## src/rtl/vga_pixel_feeder_if.sv

```systemverilog
// vga_pixel_feeder_if
//   CPU-side write bus of the VGA pixel feeder.
//   Signals:
//     wr_valid  CPU word strobe; one word is taken per high cycle while wr_ready is high
//     wr_data   16-bit pixel/command word
//     wr_ready  feeder can accept a word (buffer not full)
//   Modports: master = CPU side, slave = feeder side.
interface vga_pixel_feeder_if;
    logic        wr_valid;
    logic [15:0] wr_data;
    logic        wr_ready;

    modport master (
        output wr_valid,
        output wr_data,
        input  wr_ready
    );

    modport slave (
        input  wr_valid,
        input  wr_data,
        output wr_ready
    );
endinterface

```

## src/rtl/vga_pixel_feeder.sv

```systemverilog
// vga_pixel_feeder
//   Buffers pixel/command words written by the CPU and replays them to the VGA image
//   block as add_input/rgb_code pulses, with add_input always dropping between pixels.
//   Mirrors the image block's write cursor in pix_index.
//   Word format: [15]=0 pixel {[14:12] repeat-1, [11:0] RGB444}; [15]=1 command, [0]=1 clear.
//   Optional feature macro: VGA_FEED_RLE_EN (when defined, [14:12] repeats a pixel 1..8 times;
//   when undefined, [14:12] is ignored and every pixel word emits one pulse).
// Ports
//   i_clk_50     system clock, rising edge
//   i_reset      synchronous active-high reset
//   wr_bus       CPU write bus (wr_valid / wr_data / wr_ready), slave side
//   o_overflow   sticky: a write was attempted while full and the word was dropped
//   o_add_input  pixel strobe to the image block
//   o_rgb_code   pixel colour, stable while o_add_input is high
//   o_vga_clear  clear pulse to the image block
//   o_pix_index  mirror of the image-block cursor, 0..NPIX-1
//   o_busy       buffer non-empty or a word still being replayed
module vga_pixel_feeder #(
    parameter int unsigned FIFO_DEPTH = 16,
    parameter int unsigned HOLD       = 1,
    parameter int unsigned NPIX       = 1200
) (
    input  logic                     i_clk_50,
    input  logic                     i_reset,
    vga_pixel_feeder_if.slave        wr_bus,
    output logic                     o_overflow,
    output logic                     o_add_input,
    output logic [11:0]              o_rgb_code,
    output logic                     o_vga_clear,
    output logic [10:0]              o_pix_index,
    output logic                     o_busy
);

    localparam int unsigned AW = $clog2(FIFO_DEPTH);
    localparam int unsigned CW = $clog2(FIFO_DEPTH + 1);
    localparam int unsigned HW = $clog2(HOLD + 1);

    typedef enum logic [1:0] {StIdle, StAssert, StGap, StClear} state_e;

    // ---------------- input buffer ----------------
    logic [15:0]   r_mem [FIFO_DEPTH];
    logic [AW-1:0] r_wptr;
    logic [AW-1:0] r_rptr;
    logic [CW-1:0] r_count;
    logic          r_overflow;
    logic          w_full;
    logic          w_empty;
    logic          w_push;
    logic          w_pop;
    logic [15:0]   w_head;

    // Ready comes from the registered count only, so a same-cycle pop never frees a slot.
    assign w_full          = (r_count == CW'(FIFO_DEPTH));
    assign w_empty         = (r_count == '0);
    assign w_push          = wr_bus.wr_valid && !w_full;
    assign wr_bus.wr_ready = !w_full;
    assign w_head          = r_mem[r_rptr];

    always_ff @(posedge i_clk_50) begin
        if (w_push) begin
            r_mem[r_wptr] <= wr_bus.wr_data;
        end
    end

    always_ff @(posedge i_clk_50) begin
        if (i_reset) begin
            r_wptr     <= '0;
            r_rptr     <= '0;
            r_count    <= '0;
            r_overflow <= 1'b0;
        end else begin
            if (w_push) begin
                r_wptr <= r_wptr + 1'b1;
            end
            if (w_pop) begin
                r_rptr <= r_rptr + 1'b1;
            end
            r_count <= r_count + CW'(w_push) - CW'(w_pop);
            if (wr_bus.wr_valid && w_full) begin
                r_overflow <= 1'b1;
            end
        end
    end

    // ---------------- replay FSM ----------------
    state_e        r_state;
    state_e        w_state_d;
    logic [HW-1:0] r_hold;
    logic [HW-1:0] w_hold_d;
    logic          w_hold_last;
    logic          w_load_rgb;
    logic          w_pix_inc;
    logic          w_pix_clr;
    logic          r_add_input;
    logic          r_vga_clear;
    logic [11:0]   r_rgb_code;
    logic [10:0]   r_pix_index;
    logic          w_more;

`ifdef VGA_FEED_RLE_EN
    logic [2:0]    r_remain;
    logic [2:0]    w_remain_d;

    assign w_more = (r_remain != 3'd0);
`else
    logic [2:0]    w_unused_repeat;

    assign w_more          = 1'b0;
    assign w_unused_repeat = w_head[14:12];
`endif

    assign w_hold_last = (r_hold == HW'(HOLD - 1));

    always_comb begin
        w_state_d  = r_state;
        w_hold_d   = r_hold;
        w_pop      = 1'b0;
        w_load_rgb = 1'b0;
        w_pix_inc  = 1'b0;
        w_pix_clr  = 1'b0;
`ifdef VGA_FEED_RLE_EN
        w_remain_d = r_remain;
`endif
        unique case (r_state)
            StIdle: begin
                if (!w_empty) begin
                    w_pop    = 1'b1;
                    w_hold_d = '0;
                    if (w_head[15]) begin
                        // Commands other than clear are consumed silently.
                        if (w_head[0]) begin
                            w_state_d = StClear;
                        end
                    end else begin
                        w_state_d  = StAssert;
                        w_load_rgb = 1'b1;
`ifdef VGA_FEED_RLE_EN
                        w_remain_d = w_head[14:12];
`endif
                    end
                end
            end
            StAssert: begin
                if (w_hold_last) begin
                    w_hold_d  = '0;
                    w_state_d = StGap;
                end else begin
                    w_hold_d = r_hold + 1'b1;
                end
            end
            StGap: begin
                if (w_hold_last) begin
                    w_hold_d  = '0;
                    w_pix_inc = 1'b1;
                    if (w_more) begin
                        w_state_d = StAssert;
`ifdef VGA_FEED_RLE_EN
                        w_remain_d = r_remain - 3'd1;
`endif
                    end else begin
                        w_state_d = StIdle;
                    end
                end else begin
                    w_hold_d = r_hold + 1'b1;
                end
            end
            StClear: begin
                if (w_hold_last) begin
                    w_hold_d  = '0;
                    w_pix_clr = 1'b1;
                    w_state_d = StIdle;
                end else begin
                    w_hold_d = r_hold + 1'b1;
                end
            end
            default: begin
                w_state_d = StIdle;
            end
        endcase
    end

    always_ff @(posedge i_clk_50) begin
        if (i_reset) begin
            r_state     <= StIdle;
            r_hold      <= '0;
            r_add_input <= 1'b0;
            r_vga_clear <= 1'b0;
            r_rgb_code  <= '0;
            r_pix_index <= '0;
`ifdef VGA_FEED_RLE_EN
            r_remain    <= '0;
`endif
        end else begin
            r_state     <= w_state_d;
            r_hold      <= w_hold_d;
            // Strobes are registered copies of the next state, so they are glitch-free and
            // can never be high together.
            r_add_input <= (w_state_d == StAssert);
            r_vga_clear <= (w_state_d == StClear);
            if (w_load_rgb) begin
                r_rgb_code <= w_head[11:0];
            end
            if (w_pix_clr) begin
                r_pix_index <= '0;
            end else if (w_pix_inc) begin
                r_pix_index <= (r_pix_index == 11'(NPIX - 1)) ? 11'd0 : r_pix_index + 11'd1;
            end
`ifdef VGA_FEED_RLE_EN
            r_remain    <= w_remain_d;
`endif
        end
    end

    assign o_overflow  = r_overflow;
    assign o_add_input = r_add_input;
    assign o_rgb_code  = r_rgb_code;
    assign o_vga_clear = r_vga_clear;
    assign o_pix_index = r_pix_index;
    assign o_busy      = !w_empty || (r_state != StIdle);

endmodule

```

## src/flat_wrapper.sv

```systemverilog
// flat-port wrapper written by rule: the top's interface ports become plain ports
module vga_pixel_feeder_flat 
#(
    parameter int unsigned FIFO_DEPTH = 16,
    parameter int unsigned HOLD       = 1,
    parameter int unsigned NPIX       = 1200
)
  (i_clk_50, i_reset, o_overflow, o_add_input, o_rgb_code, o_vga_clear, o_pix_index, o_busy, wr_bus_wr_valid, wr_bus_wr_data, wr_bus_wr_ready);
  vga_pixel_feeder_if wr_bus_i ();
  input  logic i_clk_50;
  input  logic i_reset;
  output logic o_overflow;
  output logic o_add_input;
  output logic [11:0] o_rgb_code;
  output logic o_vga_clear;
  output logic [10:0] o_pix_index;
  output logic o_busy;
  input wire logic [$bits(wr_bus_i.wr_valid)-1:0] wr_bus_wr_valid;
  input wire logic [$bits(wr_bus_i.wr_data)-1:0] wr_bus_wr_data;
  output wire logic [$bits(wr_bus_i.wr_ready)-1:0] wr_bus_wr_ready;
  assign wr_bus_i.wr_valid = wr_bus_wr_valid;
  assign wr_bus_i.wr_data = wr_bus_wr_data;
  assign wr_bus_wr_ready = wr_bus_i.wr_ready;
  vga_pixel_feeder #(.FIFO_DEPTH(FIFO_DEPTH), .HOLD(HOLD), .NPIX(NPIX)) u_core (.i_clk_50(i_clk_50), .i_reset(i_reset), .wr_bus(wr_bus_i), .o_overflow(o_overflow), .o_add_input(o_add_input), .o_rgb_code(o_rgb_code), .o_vga_clear(o_vga_clear), .o_pix_index(o_pix_index), .o_busy(o_busy));
endmodule
```

## config.mk

```make
export PLATFORM = sky130hd
export DESIGN_NAME = vga_pixel_feeder_flat
export DESIGN_NICKNAME = d
export VERILOG_FILES = /design/src/rtl/vga_pixel_feeder_if.sv /design/src/rtl/vga_pixel_feeder.sv /design/src/flat_wrapper.sv
export SDC_FILE = /design/constraint.sdc
export NUM_CORES = 1
export LEC_CHECK = 0
export BUFFER_PORTS_ARGS = -buffer_cell sky130_fd_sc_hd__buf_2
export CAP_MARGIN = 20
export CELL_PAD_IN_SITES_DETAIL_PLACEMENT = 0
export CELL_PAD_IN_SITES_GLOBAL_PLACEMENT = 1
export CORE_MARGIN = 8
export CORE_UTILIZATION = 52
export CTS_CLUSTER_SIZE = 28
export DETAILED_ROUTE_END_ITERATION = 8
export PLACE_DENSITY_LB_ADDON = 0.2
export SYNTH_ARGS = -nofsm -noshare
export SYNTH_HDL_FRONTEND = slang
export SYNTH_SLANG_ARGS = --single-unit
```

## constraint.sdc

```tcl
create_clock -name i_clk_50 -period 3.7 [get_ports i_clk_50]
set_input_delay 0.185 -clock i_clk_50 [delete_from_list [all_inputs] [get_ports i_clk_50]]
set_output_delay 0.185 -clock i_clk_50 [all_outputs]
set_load 0.02 [all_outputs]
```

==> out/metrics.csv, run 1 <==
metric;value;unit
status;completed;
met2_length;10200;um
crit_fanout;6;
clock_skew;0.00753;ns
num_antenna_cells;0;
drv_slew;0;
clock_path_buffers;3;
grt_max_degree;37;
yosysSeqAreaShare;71.1;%
start_util;52.3;%
cts.sinks;253;
setup_ws;0.604;ns
postCtsSetupRepairBufs;0;
synth_area_leaders;edfxtp_1, dfxtp_1, mux4_2;
ios;47;
dp_cells;887;
antenna_left;0;
slowest_delay;0.42;ns
syn_inst;584;
min_path_cells;1;
hp-start;wr_bus_wr_data[8];
viasPerCell;5.66;
drc;0;
hold_viol;0;
maxCapViolCount;0;
leakagePower;0.00390;uW
cp_data_arrival_time;3.54;ns
grt_pass1_vias;5394;
worstPathRequired;4.14;ns
synth_seq_cells;253;
vias;5288;
hold_path_end;u_core.r_mem[9][8];
fin_crit;3.10;ns
timing.rr.end;u_core.r_count[4];
die-area;0.0240;mm^2
drt-total-wl;20600;um
highest_layer;met5;
slowest_stage;fa_1;
num_rows;51;
die_w;155;um
final-setup-viol-count;0;
drtIter0Drc;352;
slew_headroom;29.8;%
grt_pass1_wl;31900;um
gp_congestion;0.761;
synth_area_leader_cell;edfxtp_1;
reg2reg_setup_slack;0.60;ns
rsz0062_at_grt;no;
min_period_over_period;83.7;%
dr.pass1.iters;5;
power_frac_comb;22.4;%
critPathKind;reg2reg;
max_freq;323;MHz
htreeDepth;1;
timing.rr.start;u_core.r_count[3];
synth.distinct_cells;51;
irDropWorstVdd;0.447;mV
p_seq_share;45.0;%
clk_latency;0.52;ns
synthArstFlopShare;0;%
clockRootBuffer;clkbuf_16;
power.internal;5610;uW
cts_made_buffers;26;
hpwlAfterDp;13200;um
p_clk_share;32.6;%
grt_use_total;17.5;%
wl_per_cell;22.1;um
drive_gt1_share;23.1;%
rr_worst_depth;13;
wl_met3;1110;um
cts_tree;yes;
avgSynthCellArea;17.2;um^2
nets;683;
path_cells;inv_1 > ha_1 > nor4b_2 > nand2b_1 > inv_1 > ha_1 > inv_1 > ha_1 > fa_1 > a21oi_1 > nor2_1 > or3_1 > a21oi_1;
gr-total-overflow;0;
port_buffers;43;
die_h;155;um
switching_power;2230;uW
tightest_slew;1.05;ns
setup_tns;0;ns
pre_cts_ws;0.619;ns
end_kind;flip-flop;
fin_cells;935;
powerDensity;684;mW/mm^2
design.core.area;0.0192;mm^2
start_kind;flip-flop;
ys.flop_type;edfxtp_1;
clk_pin_slew;0.06;ns
cts_resized;0;
synth_edf_count;208;
switching_share;28.5;%
hp-class;in2reg;
yosys_warnings;0;
met1Wirelength;8870;um
synth_fp_nets;616;
synth_top_area_share;62.2;%
synth.cell_area;0.0100;mm^2
synthToLayoutAreaGrowth;14.1;%
antenna_found_initial;1;
## worst max-delay path by stage
stage | startpoint | to | depth (start not counted)
2_1_floorplan | u_core.r_count[3] | u_core.r_count[4] | 13
3_3_place_gp | u_core.r_count[3] | u_core.r_count[4] | 13
3_5_place_dp | u_core.r_count[3] | u_core.r_count[4] | 13
4_1_cts | u_core.r_count[3] | u_core.r_count[4] | 13
5_1_grt | u_core.r_count[2] | u_core.r_count[4] | 13
6_report | u_core.r_count[3] | u_core.r_count[4] | 13
## cell usage after synthesis (2+ instances only)
master and number:
a21oi_1 20, ha_1 12, or4_1 2, xor2_1 8, mux2i_1 9, clkbuf_1 8
edfxtp_1 208, and2_1 2, and3_1 2, buf_2 8, nand2_1 29, nor3_1 7
mux2_2 2, nand3_1 15, mux4_2 34, mux4_1 14, nor2b_1 6, nor2_1 45
o21ai_0 11, clkbuf_4 3, buf_6 6, a21o_1 2, nand4_1 3, nand2b_1 6
o22ai_1 2, xnor2_1 11, dfxtp_1 45, a211oi_1 2, a22oi_1 23, nor4_1 2
inv_1 15, buf_4 3
## critical path: cells and delay by family, from the launching register on
family	cells	cell delay [ns]
and+or+nand+nor	4	1.05
buffers and inverters	3	0.27
AOI/OAI and AO/OA	2	0.28
adders and majority gates	4	1.10
DFF	1	0.32
## layout by cell type, fill, tap and decap left out, types with 2 or more instances in the layout
master	netlist	layout
nand4_1	3	3
and3_1	2	2
a211oi_1	2	2
nor3_2	0	4
dfxtp_1	45	43
and2_1	2	2
o21ai_0	11	11
nor2b_1	6	6
xnor2_1	11	11
a21o_1	2	2
ha_1	12	12
nor3_1	7	3
nand2_1	29	29
bufinv_16	0	3
inv_1	15	15
nand2b_1	6	6
xor2_1	8	8
nor4_1	2	2
mux4_1	14	14
clkinvlp_4	0	2
mux2_2	2	2
clkbuf_16	0	27
clkinv_2	0	3
o22ai_1	2	2
or4_1	2	2
clkinv_1	0	7
buf_4	3	26
a22oi_1	23	23
a21oi_1	20	20
mux4_2	34	34
buf_2	8	43
nor2_1	45	45
edfxtp_1	208	208
nand3_1	15	15
mux2i_1	9	9
clkbuf_1	8	3
## power by group through the flow
stage / registers [uW] / logic, uW / clock network, uW
finish: 3530 / 1760 / 2550
floorplan: 3540 / 1330 / 0
global placement: 3580 / 1730 / 0
global route: 3560 / 1940 / 2720
CTS: 3530 / 1770 / 2620
detailed placement: 3590 / 1760 / 0
## area by class of cell
class | instances | area (um^2)
inverter | 15 | 56.3
fill | 1423 | 7740
multi-input combinational | 284 | 2640
clock buffer | 30 | 687
tap | 265 | 332
sequential | 253 | 7150
clock inverter | 17 | 160
timing repair buffer | 71 | 440
## registers in the layout, indices dropped and copies added (netlist names), named ones only
register and cells:
u_core.r_mem 208, u_core.o_rgb_code 12, u_core.o_pix_index 11, u_core.r_count 5, u_core.r_rptr 4, u_core.r_wptr 4, u_core.r_state 2, u_core.o_add_input 1
u_core.o_overflow 1, u_core.o_vga_clear 1
## cell families (layout without fill, tap and decap cells)
kind of cell,Yosys count,after routing,synth area share [%]
XOR/XNOR,19,19,1.66
AO/OA/AOI/OAI,66,66,4.21
buffers and inverters,47,133,2.81
adder cells (fa/ha/maj),13,13,1.69
AND/OR/NAND/NOR,126,126,5.96
flip-flops,253,253,71.1
multiplexers,60,60,12.5
## stage by stage
step           power (uW)  cell area (um^2)  utilization, %  hold WS (ns)
3_3_place_gp         5310             10600            55.2         0.431
4_1_cts              7920             11500            59.7        0.0359
6_report             7840             11500            59.7        0.0520
2_1_floorplan        4870             10000               -         0.284
5_1_grt              8220             11500            59.7        0.0373
3_5_place_dp         5350             10600            55.2         0.438
## timing repair
item | CTS | global route
endpoints found under the setup margin | 0 | 0
hold buffers | 1 | 0
endpoints found under the hold margin | 1 | 0
## layer usage
metal  GRT usage, %  vias to the layer above
met5              0                        -
met1           22.5                     2712
met3           3.38                       35
met4           5.55                        2
met2           29.7                      135
li1               -                     2404
Power figures use the tool's default switching activity.
==> inputs of run 2 (changes only) <==
- CORE_UTILIZATION: 52 -> 47
- clock period: 3.7 -> 2.7 ns (I/O delays scaled with it)
==> out/metrics.csv, run 2 (same netlist as run 1, synthesis figures left out) <==
metric;value;unit;change
status;completed;;unchanged
start_kind;flip-flop;;unchanged
grt_pass1_wl;32400;um;was 31900 um
hp-start;wr_bus_wr_data[11];;was wr_bus_wr_data[8]
die_w;162;um;was 155 um
largest-register;u_core.r_mem;;unchanged
met1_usage;21.3;%;was 22.5%
setup_tns;0;ns;unchanged
vias;5368;;was 5288
drtIter0Drc;373;;was 352
crit_fanout;8;;was 6
clock_skew;0.0116;ns;was 0.00753 ns
max_freq;384;MHz;was 323 MHz
clk_pin_slew;0.06;ns;about the same
rr_worst_depth;8;;was 13
setup_ws;0.0990;ns;was 0.604 ns
slowest_stage;nor2_1;;was fa_1
cp_common_cell;buf_4;;
grtUsageMet3;2.73;%;was 3.38%
port_buffers;43;;unchanged
hp-class;in2reg;;unchanged
drv_slew;0;;unchanged
min_period_over_period;96.3;%;was 83.7%
tightest_slew;0.819;ns;was 1.05 ns
synthToLayoutAreaGrowth;17.4;%;was 14.1%
design.core.area;0.0210;mm^2;was 0.0192 mm^2
min_path_cells;1;;unchanged
utilization;56.1;%;was 59.7%
nets;714;;was 683
antenna_found_initial;0;;was 1
gr-total-overflow;0;;unchanged
clock_path_buffers;3;;unchanged
reg2reg_setup_slack;0.1;ns;was 0.60 ns
slew_headroom;45.2;%;was 29.8%
rsz0062_at_grt;yes;;was no
cts.sinks;253;;unchanged
maxCapViolCount;0;;unchanged
cts_tree;yes;;unchanged
num_rows;53;;was 51
clockRootBuffer;clkbuf_16;;unchanged
grt_max_degree;37;;unchanged
htreeDepth;1;;unchanged
grt_pass1_vias;5554;;was 5394
hpwlAfterDp;13600;um;was 13200 um
end_kind;flip-flop;;unchanged
antenna_left;0;;unchanged
largest_reg_flops;208;;unchanged
timing.rr.start;u_core.r_count[3];;unchanged
slowest_delay;0.57;ns;was 0.42 ns
drc;0;;unchanged
clk_latency;0.52;ns;about the same
cts_made_buffers;27;;was 26
dr.pass1.iters;5;;unchanged
wl_per_cell;21.2;um;was 22.1 um
hold_path_end;u_core.r_mem[6][11];;was u_core.r_mem[9][8]
final_cell_mix;edfxtp_1, nor2_1, buf_2, buf_4, dfxtp_1;;was edfxtp_1, nor2_1, dfxtp_1, buf_2, mux4_2
die_h;162;um;was 155 um
pre_cts_ws;-0.0361;ns;was 0.619 ns
mostFrequentLayoutCell;edfxtp_1;;unchanged
die-area;0.0263;mm^2;was 0.0240 mm^2
cp_data_arrival_time;2.82;ns;was 3.54 ns
grt-busiest-layer;met2;;unchanged
leakagePower;0.00404;uW;was 0.00390 uW
grt_use_total;16.0;%;was 17.5%
worstPathRequired;2.92;ns;was 4.14 ns
irDropWorstVdd;0.593;mV;was 0.447 mV
hold_viol;0;;unchanged
timing.rr.end;u_core.r_mem[7][4];;was u_core.r_count[4]
num_antenna_cells;0;;unchanged
gp_congestion;0.785;;was 0.761
viasPerCell;5.49;;was 5.66
ios;47;;unchanged
critPathKind;reg2reg;;unchanged
drive_gt1_share;26.6;%;was 23.1%
use_met2;26.3;%;was 29.7%
drt-total-wl;20700;um;was 20600 um
final-setup-viol-count;0;;unchanged
powerDensity;933;mW/mm^2;was 684 mW/mm^2
fin_crit;2.60;ns;was 3.10 ns
path_cells;inv_2 > ha_4 > nor4bb_1 > nor2b_1 > buf_4 > nand2_1 > nor2_1 > buf_4;;was inv_1 > ha_1 > nor4b_2 > nand2b_1 > inv_1 > ha_1 > inv_1 > ha_1 > fa_1 > a21oi_1 > nor2_1 > or3_1 > a21oi_1
start_util;47.8;%;was 52.3%
## run 2: worst max path at each step
stage,from,endpoint,cells past startpoint
floorplan,u_core.r_count[3],u_core.r_count[4],13
finish,u_core.r_count[3],u_core.r_mem[7][4],8
CTS,u_core.r_count[2],u_core.r_count[4],13
detailed placement,u_core.r_count[2],u_core.r_count[4],13
global placement,u_core.r_count[3],u_core.r_count[4],13
global route,u_core.r_count[3],u_core.r_count[4],13
## run 2: metal layers
layer  wire length (um)  vias to the layer above  part of all wire, %
met4                482                        0                  2.3
met3               1080                       40                  5.2
met5                  0                        -                    0
met1               9120                     2714                   44
met2              10000                      147                   48
li1                   -                     2467                    -
## run 2: final cells by class
class	instances	area [um^2]
flip-flops and latches	253	7150
clock buffers	33	698
multi-input cells	284	2710
repair buffers	101	699
well taps	275	344
clock inverters	16	131
inverters	15	58.8
fillers	1637	9220
## run 2: timing repair
item	4_1_cts	5_1_grt
gates resized for setup	3	15
setup endpoints to repair	1	16
endpoints found under the hold margin	191	0
buffers inserted	0	6
pin swaps	0	6
hold buffers	13	0
## run 2: metrics by stage
stage	hold WS, ns	cell area, um^2	cells	total power, uW
detailed placement	0.387	10700	909	7430
global placement	0.376	10700	908	7360
global route	0.0164	11800	977	11600
floorplan	0.234	10100	584	6690
finish	0.0225	11800	977	11000
CTS	0.00621	11700	971	10900
## run 2: report_power, final
group          total (uW)  switching (uW)  internal [uW]
clock network        3440            1420           2020
registers            4740             222           4520
logic                2830            1500           1320
## run 2: critical path, delay by kind of cell, from the launching register on
family	cells	cell delay (ns)
adders and majority gates	1	0.15
buffers and inverters	3	0.59
DFF	1	0.33
and+or+nand+nor	4	1.22
==> inputs of run 3 (changes only) <==
- clock period: 2.7 -> 2.2 ns (I/O delays scaled with it)
==> out/metrics.csv, run 3 (same netlist as run 1, synthesis figures left out) <==
metric;value;unit;change
dp_cells;924;;was 909
htreeDepth;1;;unchanged
cts.sinks;253;;unchanged
viasPerCell;5.43;;was 5.49
drc;0;;unchanged
grt_pass1_vias;5739;;was 5554
drv_slew;0;;unchanged
irDropWorstVdd;0.704;mV;was 0.593 mV
tightest_slew;0.459;ns;was 0.819 ns
slew_headroom;69.2;%;was 45.2%
mostFrequentLayoutCell;edfxtp_1;;unchanged
power.internal;9820;uW;was 7860 uW
hpwlAfterDp;13900;um;was 13600 um
start_util;47.8;%;unchanged
post_dp_cell_area;0.0110;mm^2;was 0.0107 mm^2
num_rows;53;;unchanged
hp-start;i_reset;;was wr_bus_wr_data[11]
pre_cts_ws;-0.416;ns;was -0.0361 ns
design.core.area;0.0210;mm^2;unchanged
crit_fanout;2;;was 8
grt_pass1_wl;32500;um;was 32400 um
vias;5439;;was 5368
cts_made_buffers;26;;was 27
violations;negative setup slack;;
status;complete, but fails checks;;was completed
fin_crit;2.50;ns;was 2.60 ns
timing.rr.end;u_core.r_count[4];;was u_core.r_mem[7][4]
drive_gt1_share;30.7;%;was 26.6%
crit_start;u_core.r_count[3];;unchanged
clock_path_buffers;3;;unchanged
rsz0062_at_grt;yes;;unchanged
antenna_left;0;;unchanged
drtIter0Drc;349;;was 373
clockRootBuffer;clkbuf_16;;unchanged
ios;47;;unchanged
hold_viol;0;;unchanged
start_kind;flip-flop;;unchanged
nets;743;;was 714
dr.pass1.iters;4;;was 5
setup_ws;-0.296;ns;was 0.0990 ns
timing.rr.start;u_core.r_count[3];;unchanged
clock_skew;0.0137;ns;was 0.0116 ns
critPathKind;reg2reg;;unchanged
die_w;162;um;unchanged
synthToLayoutAreaGrowth;20.8;%;was 17.4%
hold_path_end;u_core.o_pix_index[8];;was u_core.r_mem[6][11]
powerDensity;1140;mW/mm^2;was 933 mW/mm^2
power_frac_comb;30.1;%;was 25.7%
grt_use_total;16.2;%;was 16.0%
p_seq_share;41.7;%;was 43.0%
die_h;162;um;unchanged
reg2reg_setup_slack;-0.30;ns;was 0.1 ns
final-setup-viol-count;9;;was 0
cts_tree;yes;;unchanged
min_period_over_period;113;%;was 96.3%
final_cell_mix;edfxtp_1, buf_4, buf_2, dfxtp_1, nor2_1;;was edfxtp_1, nor2_1, buf_2, buf_4, dfxtp_1
final_area;0.0121;mm^2;was 0.0118 mm^2
clk_latency;0.52;ns;about the same
largest_reg_flops;208;;unchanged
num_antenna_cells;0;;unchanged
maxCapViolCount;0;;unchanged
drt-total-wl;21200;um;was 20700 um
fin_cells;1002;;was 977
min_path_cells;5;;was 1
grt_max_degree;36;;was 37
p_clk_share;28.2;%;was 31.3%
largest-register;u_core.r_mem;;unchanged
rr_worst_depth;13;;was 8
port_buffers;43;;unchanged
leakagePower;0.00419;uW;was 0.00404 uW
gr-total-overflow;0;;unchanged
hp-class;in2reg;;unchanged
die-area;0.0263;mm^2;unchanged
worstPathRequired;2.65;ns;was 2.92 ns
max_freq;401;MHz;was 384 MHz
switching_share;28.8;%;was 28.6%
clk_pin_slew;0.06;ns;about the same
cp_data_arrival_time;2.94;ns;was 2.82 ns
end_kind;flip-flop;;unchanged
switching_power;3970;uW;was 3140 uW
antenna_found_initial;0;;unchanged
gp_congestion;0.775;;was 0.785
wl_per_cell;21.1;um;was 21.2 um
## run 3: cell count changes in the layout (fill, tap and decap cells not counted), sizes merged
cell / change
buf: +29
bufinv: -2
clkinv: -2
dlygate4sd3: +1
inv: -1
## run 3: timing repair
item                       CTS  global route
resized for setup           12            14
setup endpoints to repair    3            57
hold endpoints to repair   209             0
buffers inserted            11            11
pin swaps                    6             7
hold buffers                14             0
## run 3: worst max-delay path by stage
stage,endpoint,slack [ns]
after floorplan,u_core.r_count[4],-0.35
after global placement,u_core.r_count[4],-0.32
after detailed placement,u_core.r_count[4],-0.42
after CTS,u_core.r_count[4],-0.32
after global routing,u_core.r_count[4],-0.43
final,u_core.r_count[4],-0.30
## run 3: power groups by stage
stage	combinational (uW)	sequential (uW)	clock (uW)
global route	4530	5780	4160
detailed placement	3510	5890	0
CTS	3780	5800	3980
global placement	3430	5880	0
finish	4160	5750	3880
floorplan	2280	5970	0
## run 3: final cells by class
class	instances	area, um^2
fillers	1588	8880
flip-flops and latches	253	7150
multi-input cells	284	2760
repair buffers	131	1070
clock buffers	33	698
well taps	275	344
inverters	15	58.8
clock inverters	11	48.8
## run 3: stage by stage
stage                     power, uW  utilization, %  hold slack, ns  TNS (ns)
after global placement         9300            52.1           0.361    -0.380
after CTS                     13600            57.0          0.0656    -0.384
after floorplan                8250               -           0.209     -2.07
after global routing          14500            57.7           0.102     -9.67
after detailed placement       9400            52.2           0.367    -0.547
final                         13800            57.7          0.0864    -0.489
## run 3: critical path, stage by stage, from the launching register on
cell	delay, ns
dfxtp_2	0.33
inv_2	0.08
ha_4	0.14
nor4b_4	0.20
nand2b_4	0.18
inv_4	0.04
ha_4	0.25
inv_2	0.04
ha_4	0.15
fa_2	0.35
a21oi_2	0.13
nor2_1	0.06
or3_1	0.37
a21oi_2	0.12
## run 3: routing by layer
metal / vias up / track usage, % / wire length [um]
met3: 24 / 3.09 / 1090
met2: 112 / 28.1 / 10900
met1: 2771 / 20.6 / 8850
met5: - / 0 / 0
li1: 2532 / - / -
met4: 0 / 3.37 / 320
